$ cat src/rtl/dmem_arb_pkg.sv
`default_nettype none
// ============================================================================
//  Module      : dmem_arb_pkg
//  Description : Shared definitions for the two-port data-memory arbiter:
//                FSM state encoding, port index constants and memory depth.
//  Revision    : 1.0  initial release
// ============================================================================
package dmem_arb_pkg;

    // Number of words in the attached data memory. Address bits above
    // log2(MEM_DEPTH) are out of range.
    localparam int MEM_DEPTH = 32;
    localparam int c_MEM_AW  = $clog2(MEM_DEPTH);

    // Requester port indices.
    localparam logic c_PORT0 = 1'b0;
    localparam logic c_PORT1 = 1'b1;

    // Arbiter FSM states.
    typedef enum logic [1:0] {
        IDLE   = 2'd0,
        ACCESS = 2'd1,
        RESP   = 2'd2
    } arb_state_t;

endpackage
`default_nettype wire

$ cat src/rtl/dmem_arbiter_if.sv
`default_nettype none
// ============================================================================
//  Module      : dmem_arbiter_if
//  Description : Bundle of the two requester ports and the data-memory port
//                of dmem_arbiter.
//                  slave  : arbiter view (takes requests, drives memory)
//                  master : environment view (requesters + memory)
//  Signals     : pN_req/we/addr/wdata  request side, held until pN_done
//                pN_done/rdata/err     one-cycle completion with result
//                mem_address/write/data_in  memory command (write on negedge)
//                mem_data_out          combinational memory read data
//  Revision    : 1.0  initial release
// ============================================================================
interface dmem_arbiter_if #(
    parameter int ADDR_W = 8,
    parameter int DATA_W = 8
);
    logic              p0_req;
    logic              p0_we;
    logic [ADDR_W-1:0] p0_addr;
    logic [DATA_W-1:0] p0_wdata;
    logic              p0_done;
    logic [DATA_W-1:0] p0_rdata;
    logic              p0_err;

    logic              p1_req;
    logic              p1_we;
    logic [ADDR_W-1:0] p1_addr;
    logic [DATA_W-1:0] p1_wdata;
    logic              p1_done;
    logic [DATA_W-1:0] p1_rdata;
    logic              p1_err;

    logic [ADDR_W-1:0] mem_address;
    logic              mem_write;
    logic [DATA_W-1:0] mem_data_in;
    logic [DATA_W-1:0] mem_data_out;

    modport slave (
        input  p0_req, p0_we, p0_addr, p0_wdata,
        output p0_done, p0_rdata, p0_err,
        input  p1_req, p1_we, p1_addr, p1_wdata,
        output p1_done, p1_rdata, p1_err,
        output mem_address, mem_write, mem_data_in,
        input  mem_data_out
    );

    modport master (
        output p0_req, p0_we, p0_addr, p0_wdata,
        input  p0_done, p0_rdata, p0_err,
        output p1_req, p1_we, p1_addr, p1_wdata,
        input  p1_done, p1_rdata, p1_err,
        input  mem_address, mem_write, mem_data_in,
        output mem_data_out
    );

endinterface
`default_nettype wire

$ cat src/rtl/rr_arb2.sv
`default_nettype none
// ============================================================================
//  Module      : rr_arb2
//  Description : Two-way round-robin grant. On a tie the port not served
//                last wins. The "served last" pointer resets to port 1 so
//                port 0 wins the first tie.
//  Ports       : clk, reset (async, active-high)
//                req0/req1   request inputs
//                update      load pointer with 'served' this cycle
//                served      index of the port just served
//                grant_valid any request present
//                grant       selected port index (combinational)
//  Revision    : 1.0  initial release
// ============================================================================
module rr_arb2
    import dmem_arb_pkg::*;
(
    input  logic clk,
    input  logic reset,
    input  logic req0,
    input  logic req1,
    input  logic update,
    input  logic served,
    output logic grant_valid,
    output logic grant
);

    logic r_last;

    always_comb begin
        grant_valid = req0 | req1;
        grant       = c_PORT0;
        if (req0 && req1) begin
            grant = ~r_last;
        end else if (req1) begin
            grant = c_PORT1;
        end
    end

    always_ff @(posedge clk or posedge reset) begin
        if (reset) begin
            r_last <= c_PORT1;
        end else if (update) begin
            r_last <= served;
        end
    end

endmodule
`default_nettype wire

$ cat src/rtl/dmem_arbiter.sv
`default_nettype none
// ============================================================================
//  Module      : dmem_arbiter
//  Description : Two-port round-robin arbiter in front of a single-port data
//                memory. Each access runs IDLE -> ACCESS -> RESP; the grant,
//                address, direction and write data are latched when leaving
//                IDLE, so requester inputs may change afterwards.
//  Ports       : clk, reset (async, active-high)
//                bus             dmem_arbiter_if.slave (requesters + memory)
//                busy            high whenever the FSM is not IDLE
//                contention_cnt  saturating count of cycles a port waited
//  Config      : DMEM_ARB_RANGE_CHECK_EN - when defined, addresses with any
//                bit set above the memory index range complete with err=1,
//                rdata=0 and no write strobe. When undefined, upper address
//                bits pass straight through and err is always 0.
//  Revision    : 1.0  initial release
// ============================================================================
module dmem_arbiter
    import dmem_arb_pkg::*;
#(
    parameter int ADDR_W = 8,
    parameter int DATA_W = 8
) (
    input  logic             clk,
    input  logic             reset,
    dmem_arbiter_if.slave    bus,
    output logic             busy,
    output logic [7:0]       contention_cnt
);

    arb_state_t        r_state;
    logic              r_gnt;
    logic              r_we;
    logic              r_acc_err;
    logic [ADDR_W-1:0] r_addr;
    logic [DATA_W-1:0] r_wdata;
    logic              r_mem_write;
    logic              r_p0_done;
    logic              r_p1_done;
    logic [DATA_W-1:0] r_p0_rdata;
    logic [DATA_W-1:0] r_p1_rdata;
    logic              r_p0_err;
    logic              r_p1_err;
    logic [7:0]        r_cnt;

    logic              w_grant_valid;
    logic              w_grant;
    logic              w_sel_we;
    logic [ADDR_W-1:0] w_sel_addr;
    logic [DATA_W-1:0] w_sel_wdata;
    logic              w_sel_err;
    logic [DATA_W-1:0] w_resp_data;
    logic              w_contend;

    rr_arb2 u_rr_arb2 (
        .clk         (clk),
        .reset       (reset),
        .req0        (bus.p0_req),
        .req1        (bus.p1_req),
        .update      (r_state == ACCESS),
        .served      (r_gnt),
        .grant_valid (w_grant_valid),
        .grant       (w_grant)
    );

    // Request fields of the port that wins arbitration this cycle.
    assign w_sel_we    = (w_grant == c_PORT1) ? bus.p1_we    : bus.p0_we;
    assign w_sel_addr  = (w_grant == c_PORT1) ? bus.p1_addr  : bus.p0_addr;
    assign w_sel_wdata = (w_grant == c_PORT1) ? bus.p1_wdata : bus.p0_wdata;

`ifdef DMEM_ARB_RANGE_CHECK_EN
    assign w_sel_err = |w_sel_addr[ADDR_W-1:c_MEM_AW];
`else
    assign w_sel_err = 1'b0;
`endif

    // Writes echo their own data back; rejected accesses return zero.
    assign w_resp_data = r_acc_err ? '0 : (r_we ? r_wdata : bus.mem_data_out);

    always_ff @(posedge clk or posedge reset) begin
        if (reset) begin
            r_state     <= IDLE;
            r_gnt       <= c_PORT0;
            r_we        <= 1'b0;
            r_acc_err   <= 1'b0;
            r_addr      <= '0;
            r_wdata     <= '0;
            r_mem_write <= 1'b0;
            r_p0_done   <= 1'b0;
            r_p1_done   <= 1'b0;
            r_p0_rdata  <= '0;
            r_p1_rdata  <= '0;
            r_p0_err    <= 1'b0;
            r_p1_err    <= 1'b0;
        end else begin
            case (r_state)
                IDLE: begin
                    if (w_grant_valid) begin
                        r_state     <= ACCESS;
                        r_gnt       <= w_grant;
                        r_we        <= w_sel_we;
                        r_acc_err   <= w_sel_err;
                        r_addr      <= w_sel_addr;
                        r_wdata     <= w_sel_wdata;
                        r_mem_write <= w_sel_we & ~w_sel_err;
                    end
                end
                ACCESS: begin
                    r_state     <= RESP;
                    r_mem_write <= 1'b0;
                    if (r_gnt == c_PORT0) begin
                        r_p0_done  <= 1'b1;
                        r_p0_rdata <= w_resp_data;
                        r_p0_err   <= r_acc_err;
                    end else begin
                        r_p1_done  <= 1'b1;
                        r_p1_rdata <= w_resp_data;
                        r_p1_err   <= r_acc_err;
                    end
                end
                RESP: begin
                    r_state   <= IDLE;
                    r_p0_done <= 1'b0;
                    r_p1_done <= 1'b0;
                end
                default: begin
                    r_state     <= IDLE;
                    r_mem_write <= 1'b0;
                    r_p0_done   <= 1'b0;
                    r_p1_done   <= 1'b0;
                end
            endcase
        end
    end

    // A port is waiting when it requests while the other port owns the
    // memory, or when it loses a simultaneous request in IDLE.
    assign w_contend = (busy && ((bus.p0_req && (r_gnt != c_PORT0)) ||
                                 (bus.p1_req && (r_gnt != c_PORT1)))) ||
                       (!busy && bus.p0_req && bus.p1_req);

    always_ff @(posedge clk or posedge reset) begin
        if (reset) begin
            r_cnt <= 8'd0;
        end else if (w_contend && (r_cnt != 8'hFF)) begin
            r_cnt <= r_cnt + 8'd1;
        end
    end

    assign busy             = (r_state != IDLE);
    assign contention_cnt   = r_cnt;
    assign bus.mem_address  = r_addr;
    assign bus.mem_data_in  = r_wdata;
    assign bus.mem_write    = r_mem_write;
    assign bus.p0_done      = r_p0_done;
    assign bus.p1_done      = r_p1_done;
    assign bus.p0_rdata     = r_p0_rdata;
    assign bus.p1_rdata     = r_p1_rdata;
    assign bus.p0_err       = r_p0_err;
    assign bus.p1_err       = r_p1_err;

endmodule
`default_nettype wire

$ cat src/flat_wrapper.sv
// flat-port wrapper written by rule: the top's interface ports become plain ports
module dmem_arbiter_flat import dmem_arb_pkg::*;
#(
    parameter int ADDR_W = 8,
    parameter int DATA_W = 8
)
  (clk, reset, busy, contention_cnt, bus_p0_req, bus_p0_we, bus_p0_addr, bus_p0_wdata, bus_p0_done, bus_p0_rdata, bus_p0_err, bus_p1_req, bus_p1_we, bus_p1_addr, bus_p1_wdata, bus_p1_done, bus_p1_rdata, bus_p1_err, bus_mem_address, bus_mem_write, bus_mem_data_in, bus_mem_data_out);
  dmem_arbiter_if #(.ADDR_W(ADDR_W), .DATA_W(DATA_W)) bus_i ();
  input  logic clk;
  input  logic reset;
  output logic busy;
  output logic [7:0] contention_cnt;
  input wire logic [$bits(bus_i.p0_req)-1:0] bus_p0_req;
  input wire logic [$bits(bus_i.p0_we)-1:0] bus_p0_we;
  input wire logic [$bits(bus_i.p0_addr)-1:0] bus_p0_addr;
  input wire logic [$bits(bus_i.p0_wdata)-1:0] bus_p0_wdata;
  output wire logic [$bits(bus_i.p0_done)-1:0] bus_p0_done;
  output wire logic [$bits(bus_i.p0_rdata)-1:0] bus_p0_rdata;
  output wire logic [$bits(bus_i.p0_err)-1:0] bus_p0_err;
  input wire logic [$bits(bus_i.p1_req)-1:0] bus_p1_req;
  input wire logic [$bits(bus_i.p1_we)-1:0] bus_p1_we;
  input wire logic [$bits(bus_i.p1_addr)-1:0] bus_p1_addr;
  input wire logic [$bits(bus_i.p1_wdata)-1:0] bus_p1_wdata;
  output wire logic [$bits(bus_i.p1_done)-1:0] bus_p1_done;
  output wire logic [$bits(bus_i.p1_rdata)-1:0] bus_p1_rdata;
  output wire logic [$bits(bus_i.p1_err)-1:0] bus_p1_err;
  output wire logic [$bits(bus_i.mem_address)-1:0] bus_mem_address;
  output wire logic [$bits(bus_i.mem_write)-1:0] bus_mem_write;
  output wire logic [$bits(bus_i.mem_data_in)-1:0] bus_mem_data_in;
  input wire logic [$bits(bus_i.mem_data_out)-1:0] bus_mem_data_out;
  assign bus_i.p0_req = bus_p0_req;
  assign bus_i.p0_we = bus_p0_we;
  assign bus_i.p0_addr = bus_p0_addr;
  assign bus_i.p0_wdata = bus_p0_wdata;
  assign bus_p0_done = bus_i.p0_done;
  assign bus_p0_rdata = bus_i.p0_rdata;
  assign bus_p0_err = bus_i.p0_err;
  assign bus_i.p1_req = bus_p1_req;
  assign bus_i.p1_we = bus_p1_we;
  assign bus_i.p1_addr = bus_p1_addr;
  assign bus_i.p1_wdata = bus_p1_wdata;
  assign bus_p1_done = bus_i.p1_done;
  assign bus_p1_rdata = bus_i.p1_rdata;
  assign bus_p1_err = bus_i.p1_err;
  assign bus_mem_address = bus_i.mem_address;
  assign bus_mem_write = bus_i.mem_write;
  assign bus_mem_data_in = bus_i.mem_data_in;
  assign bus_i.mem_data_out = bus_mem_data_out;
  dmem_arbiter #(.ADDR_W(ADDR_W), .DATA_W(DATA_W)) u_core (.clk(clk), .reset(reset), .bus(bus_i), .busy(busy), .contention_cnt(contention_cnt));
endmodule
$ cat config.mk
export PLATFORM = sky130hd
export DESIGN_NAME = dmem_arbiter_flat
export DESIGN_NICKNAME = d
export VERILOG_FILES = /design/src/rtl/dmem_arb_pkg.sv /design/src/rtl/dmem_arbiter_if.sv /design/src/rtl/rr_arb2.sv /design/src/rtl/dmem_arbiter.sv /design/src/flat_wrapper.sv
export SDC_FILE = /design/constraint.sdc
export NUM_CORES = 1
export LEC_CHECK = 0
export CELL_PAD_IN_SITES_DETAIL_PLACEMENT = 0
export CELL_PAD_IN_SITES_GLOBAL_PLACEMENT = 2
export CORE_MARGIN = 4
export CORE_UTILIZATION = 26
export CTS_BUF_LIST = sky130_fd_sc_hd__clkbuf_4
export DETAILED_ROUTE_END_ITERATION = 16
export PLACE_DENSITY = 0.93
export SYNTH_ARGS = -nofsm -noshare
export SYNTH_HDL_FRONTEND = slang
export SYNTH_SLANG_ARGS = --single-unit
export TNS_END_PERCENT = 1
$ cat constraint.sdc
create_clock -name clk -period 1.7 [get_ports clk]
set_input_delay 0.255 -clock clk [delete_from_list [all_inputs] [get_ports clk]]
set_output_delay 0.255 -clock clk [all_outputs]
set_load 0.005 [all_outputs]
==> results.json, run 1 <==
{
  "finalNonFillerCells": 400,
  "maxCapViolCount": 0,
  "worstPathCellList": "clkdlybuf4s50_1",
  "p_seq_share_pct": 39.8,
  "fp.dieArea_um2": 9687,
  "drt_iter0_drc": 20,
  "post_drt_wl_per_cell_um": 13.33,
  "report.final.slew_viol_count": 0,
  "layout.nets": 344,
  "syn_to_final_growth_pct": 54.50,
  "place_ws_ns": -0.1048,
  "cp_num_buf_inv": 1,
  "end_kind": "output port",
  "cpLargestDelayFamily": "buffers and inverters",
  "yosys.area.top_type": "dfrtp_1",
  "drive_gt1_share_pct": 10.07,
  "grt_start_max_net_pins": 30,
  "grt_overflow": 0,
  "drt-total-wl_um": 5331,
  "fin_crit_ns": 1.596,
  "gp_congestion": 0.7697,
  "ir_worst_vdd_v": 0.0004688,
  "core_area_um2": 7848,
  "ys_warn_count": 0,
  "rows": 32,
  "synth_edf_count": 0,
  "min_path_type": "primary input to async pin",
  "switching_share_pct": 33.82,
  "fin_crit_sh_pct": 93.89,
  "status": "completed",
  "timing.rr.end": "u_core.contention_cnt[7]$_DFFE_PP0P_",
  "worstSetupStartpointType": "register",
  "max_freq_mhz": 626.5,
  "cp.depth": 1,
  "cp.arrival_ns": 1.34,
  "power.total_mw": 5.408,
  "ys.flop_type": "dfrtp_1",
  "synth_cell_types": 34,
  "cts_buffer_depth": 2,
  "setup_viol": 0,
  "grtUsageTotal_pct": 11.17,
  "clkPwrFrac_pct": 12.5,
  "die_h_um": 98.42,
  "p_leak_nw": 1.414,
  "syn_inst": 199,
  "viasPerCell": 4.215,
  "yosysSeqAreaShare_pct": 56.56,
  "ant_nets": 0,
  "start_util_pct": 27.09,
  "grt_antenna_before_repair": 0,
  "cts.sinks": 48,
  "dp_hpwl_um": 4216,
  "ys_seq_elements": 48,
  "grt_pass1_wl_um": 8618,
  "syn_avg_cell_area_um2": 10.68,
  "r2r_cells": 4,
  "synth_top_area_share_pct": 55.33,
  "ys_top_cells_by_area": "dfrtp_1 55%, mux2i_1 12%, a21oi_1 6.8%",
  "pin_count": 92,
  "setup_ws_ns": 0.1038,
  "timing.rr.start": "u_core.r_gnt$_DFFE_PP0P_",
  "cts_tree": "built",
  "p_int_mw": 3.579,
  "async_reset_ff_share_pct": 100.0,
  "fin_util_pct": 41.85,
  "firstDrtPassIters": 4,
  "startpoint": "u_core.contention_cnt[1]$_DFFE_PP0P_",
  "syn_area_um2": 2126,
  "portBuffers": 89,
  "cts.clk_slew.worst_paths_ns": 0.13,
  "dp_cells": 391,
  "num_vias": 1686,
  "tritoncts.num_buffers": 5,
  "tns_ns": 0,
  "htree_levels": 2,
  "p_per_area_nw_per_um2": 1647,
  "clock_skew_ns": 0.009729,
  "cts_hold_buf": 0,
  "cts_root_buf": "clkbuf_4",
  "slowest_stage": "clkdlybuf4s50_1",
  "clk_latency_ns": 0.35,
  "drc_errors": 0,
  "max_stage_delay_ns": 0.55,
  "path_class": "register to output port",
  "grt_setup_unrepaired": "no",
  "hold_viol_final": 0,
  "p_sw_mw": 1.829,
  "regToRegSetupSlack_ns": 0.16,
  "grt_pass1_vias": 1706,
  "die_w_um": 98.42,
  "p_comb_share_pct": 47.7,
  "critPathRequiredTime_ns": 1.44,
  "num_antenna_cells": 0,
  "cp_max_fo": 5
}
[cells by family (layout without fill, tap and decap cells)]
kind of cell             after synthesis  count (layout)  share of synthesized area, %
other                                  1               2                        0.1764
AND/OR/NAND/NOR                       54              54                         10.77
adder cells (fa/ha/maj)                1               1                        0.5885
XOR/XNOR                               2               2                        0.8242
flip-flops                            48              48                         56.56
multiplexers                          29              29                         14.24
AO/OA/AOI/OAI                         48              48                         12.77
buffers and inverters                 16             114                         4.061
[power groups by stage]
stage          registers (mW)  logic (mW)  clock network, mW
2_1_floorplan            2.11        1.19                  0
3_3_place_gp             2.18        2.56                  0
3_5_place_dp             2.21        2.61                  0
4_1_cts                  2.17        2.64              0.707
5_1_grt                  2.25        2.88              0.748
6_report                 2.15        2.58              0.675
[registers in the layout, summed over array words and instances (netlist names), 2 cells and up]
register / flops
u_core.bus.mem_address: 8
u_core.bus.mem_data_in: 8
u_core.bus.p0_rdata: 8
u_core.bus.p1_rdata: 8
u_core.contention_cnt: 8
u_core.r_state: 2
[final cells by class]
type	count	area, µm²
Timing Repair Buffer	102	1012
Fill cell	799	4563
Sequential cell	48	1202
Tap cell	102	127.6
Clock buffer	6	45.04
Multi-Input combinational cell	136	847.1
Inverter	4	15.01
Clock inverter	2	35.03
[how the worst max path moves through the flow]
stage | to | slack [ns]
global placement | u_core.contention_cnt[7]$_DFFE_PP0P_ | -0.07
finish | contention_cnt[1] | 0.10
CTS | contention_cnt[0] | 0.07
floorplan | u_core.contention_cnt[1]$_DFFE_PP0P_ | 0.16
global route | contention_cnt[1] | 0.002
detailed placement | u_core.contention_cnt[7]$_DFFE_PP0P_ | -0.10
[metrics by stage]
step | hold slack, ns | area, µm²
3_3_place_gp | 0.4342 | 3196
4_1_cts | 0.1275 | 3282
2_1_floorplan | 0.4108 | 2130
3_5_place_dp | 0.4372 | 3196
6_report | 0.1347 | 3284
5_1_grt | 0.1230 | 3284
[routing by layer]
layer / global-route usage, % / part of all wire (%) / up-vias
li1: - / - / 878
met1: 13.74 / 42 / 748
met2: 18.46 / 49 / 54
met3: 3.680 / 7.8 / 6
met4: 3.782 / 0.94 / 0
met5: 0 / 0 / -
[cell usage in the layout (no fill, tap or decap), types with 2 or more instances in the layout]
master           count
nor2_1              32
nor2b_1              2
a21oi_1             29
nand2_1             10
inv_1                3
clkbuf_4             6
nand4_1              2
nand3_1              2
o21ai_0              9
buf_12               2
clkdlybuf4s50_1     88
a31oi_1              3
dfrtp_1             47
conb_1               2
buf_4               11
mux2i_1             25
and3_1               2
mux2_4               2
[worst reg2reg max path, stage by stage, from the launching register on]
cell and delay [ns]:
dfrtp_1 0.46, mux2_4 0.31, a22o_1 0.24, nand4_1 0.11, mux2_1 0.32
[cell usage after synthesis (all sizes together) (2+ instances only)]
library cell	instances
nand2	11
mux2i	25
o21ai	9
clkbuf	2
inv	4
and3	2
nor2b	2
nand3	2
buf	10
a31oi	3
mux2	4
dfrtp	47
nand4	2
nor2	33
a21oi	29
[what timing repair did]
action                     4_1_cts  5_1_grt
setup endpoints to repair        1        1
buffers inserted                 1        0
cloned                           0        0
hold endpoints to repair         0        0
gates resized for setup          1        1
(Power assumes the default switching activity.)
==> run 2, diff against run 1 <==
Settings changed: SKIP_CTS_REPAIR_TIMING set to 1.
==> run 2 against run 1 <==
Cell count did not move. Highest routed layer unchanged. Combinational power barely moved. Register-to-register slack barely moved. Fmax barely moved. Largest cell class unchanged. Worst setup slack got worse by 0.0011 ns. Global-route usage barely moved. Sequential cell count did not move. Critical path depth did not move. Sequential share of layout area barely moved. Via count rose by 0.42%.
==> results.json, run 2 (synthesis gave the netlist of run 1 again) <==
{
  "critPathRequiredTime_ns": 1.44,
  "cp.depth": 1,
  "clock_skew_ns": 0.009556,
  "p_per_area_nw_per_um2": 1650,
  "setup_viol": 0,
  "max_freq_mhz": 626.1,
  "fin_crit_ns": 1.597,
  "end_kind": "output port",
  "worstSetupStartpointType": "register",
  "ir_worst_vdd_v": 0.0004693,
  "hold_viol_final": 0,
  "drt_iter0_drc": 32,
  "grt_antenna_before_repair": 0,
  "finalNonFillerCells": 400,
  "fin_crit_sh_pct": 93.95,
  "dp_hpwl_um": 4216,
  "cp_num_buf_inv": 1,
  "pin_count": 92,
  "fin_area_um2": 3289,
  "cts.clk_slew.worst_paths_ns": 0.13,
  "dp_cells": 391,
  "viasPerCell": 4.233,
  "drive_gt1_share_pct": 10.40,
  "multi_input_area_um2": 847.1,
  "grt_start_max_net_pins": 30,
  "cp.arrival_ns": 1.34,
  "cts.sinks": 48,
  "place_ws_ns": -0.1048,
  "final_cell_mix": "88 x clkdlybuf4s50_1, 46 x dfrtp_1, 32 x nor2_1",
  "slowest_stage": "clkdlybuf4s50_1",
  "ant_nets": 0,
  "grt_pass1_wl_um": 8576,
  "maxCapViolCount": 0,
  "path_class": "register to output port",
  "placed_cell_area_um2": 3196,
  "setup_ws_ns": 0.1028,
  "cts_tree": "built",
  "syn_to_final_growth_pct": 54.74,
  "cts_root_buf": "clkbuf_4",
  "layout_commonest_cell": "clkdlybuf4s50_1",
  "grt_setup_unrepaired": "no",
  "r2r_cells": 4,
  "worstPathCellList": "clkdlybuf4s50_1",
  "p_leak_nw": 1.421,
  "post_drt_wl_per_cell_um": 13.33,
  "report.final.slew_viol_count": 0,
  "num_vias": 1693,
  "max_stage_delay_ns": 0.53,
  "die_h_um": 98.42,
  "portBuffers": 89,
  "status": "completed",
  "firstDrtPassIters": 4,
  "grtUsageTotal_pct": 11.12,
  "n_fill_cell": 797,
  "die_w_um": 98.42,
  "seq_area_um2": 1204,
  "drt-total-wl_um": 5331,
  "clk_latency_ns": 0.35,
  "min_path_type": "primary input to async pin",
  "core_area_um2": 7848,
  "drc_errors": 0,
  "cpLargestDelayFamily": "buffers and inverters",
  "cp_max_fo": 7,
  "gp_congestion": 0.7697,
  "cts_buffer_depth": 2,
  "grt_overflow": 0,
  "htree_levels": 2,
  "fp.dieArea_um2": 9687,
  "tritoncts.num_buffers": 5,
  "layout.nets": 344,
  "start_util_pct": 27.09,
  "grt_pass1_vias": 1700,
  "rows": 32,
  "num_antenna_cells": 0
}
## run 2: cell types whose count changed in the layout (fill, tap and decap cells not counted), sizes merged
cell	previous run	this run
dlygate4sd2	1	0
dlymetal6s2s	0	1
## run 2: where the power goes
part           leakage (nW)  internal, mW  total, mW  switching, mW
Combinational         0.824          1.57       2.59           1.02
Sequential            0.551          1.70       2.16          0.460
Clock                0.0456         0.325      0.675          0.350
## run 2: stage by stage
| step | setup TNS [ns] | power [mW] | util, % | hold WS, ns |
|---|---|---|---|---|
| 6_report | 0 | 5.426 | 41.92 | 0.1311 |
| 5_1_grt | 0 | 5.899 | 41.92 | 0.1231 |
| 4_1_cts | -0.1476 | 5.511 | 41.74 | 0.1275 |
| 3_5_place_dp | -0.4420 | 4.822 | 40.72 | 0.4372 |
| 3_3_place_gp | -0.1813 | 4.747 | 40.72 | 0.4342 |
| 2_1_floorplan | 0 | 3.299 | - | 0.4108 |
## run 2: worst paths after layout
kind | slack, ns | end | startpoint
max reg2reg | 0.17 | u_core.contention_cnt[7]$_DFFE_PP0P_ | u_core.r_gnt$_DFFE_PP0P_
min | 0.13 | u_core.bus.p1_done$_DFFE_PP0P_ | reset
min reg2reg | 0.46 | u_core.bus.mem_write$_DFFE_PP0P_ | u_core.r_state[0]$_DFFE_PP0P_
max in group asynchronous | 1.06 | u_core.u_rr_arb2.r_last$_DFFE_PP1P_ | reset
max | 0.10 | contention_cnt[2] | u_core.contention_cnt[2]$_DFFE_PP0P_
min in group clk | 0.46 | u_core.bus.mem_write$_DFFE_PP0P_ | u_core.r_state[0]$_DFFE_PP0P_
## run 2: layout make-up
class / instances / area share [%]
timing repair buffer: 102 / 30.89
tap: 102 / 3.880
clock buffer: 6 / 1.369
inverter: 4 / 0.4564
sequential: 48 / 36.59
clock inverter: 2 / 1.065
multi-input combinational: 136 / 25.75
## run 2: metal layers
layer / vias to the layer above / track usage, % / wire length (µm)
met3: 7 / 3.680 / 424
met5: - / 0 / 0
met1: 751 / 13.69 / 2258
met2: 56 / 18.36 / 2590
met4: 0 / 3.782 / 57
li1: 879 / - / -
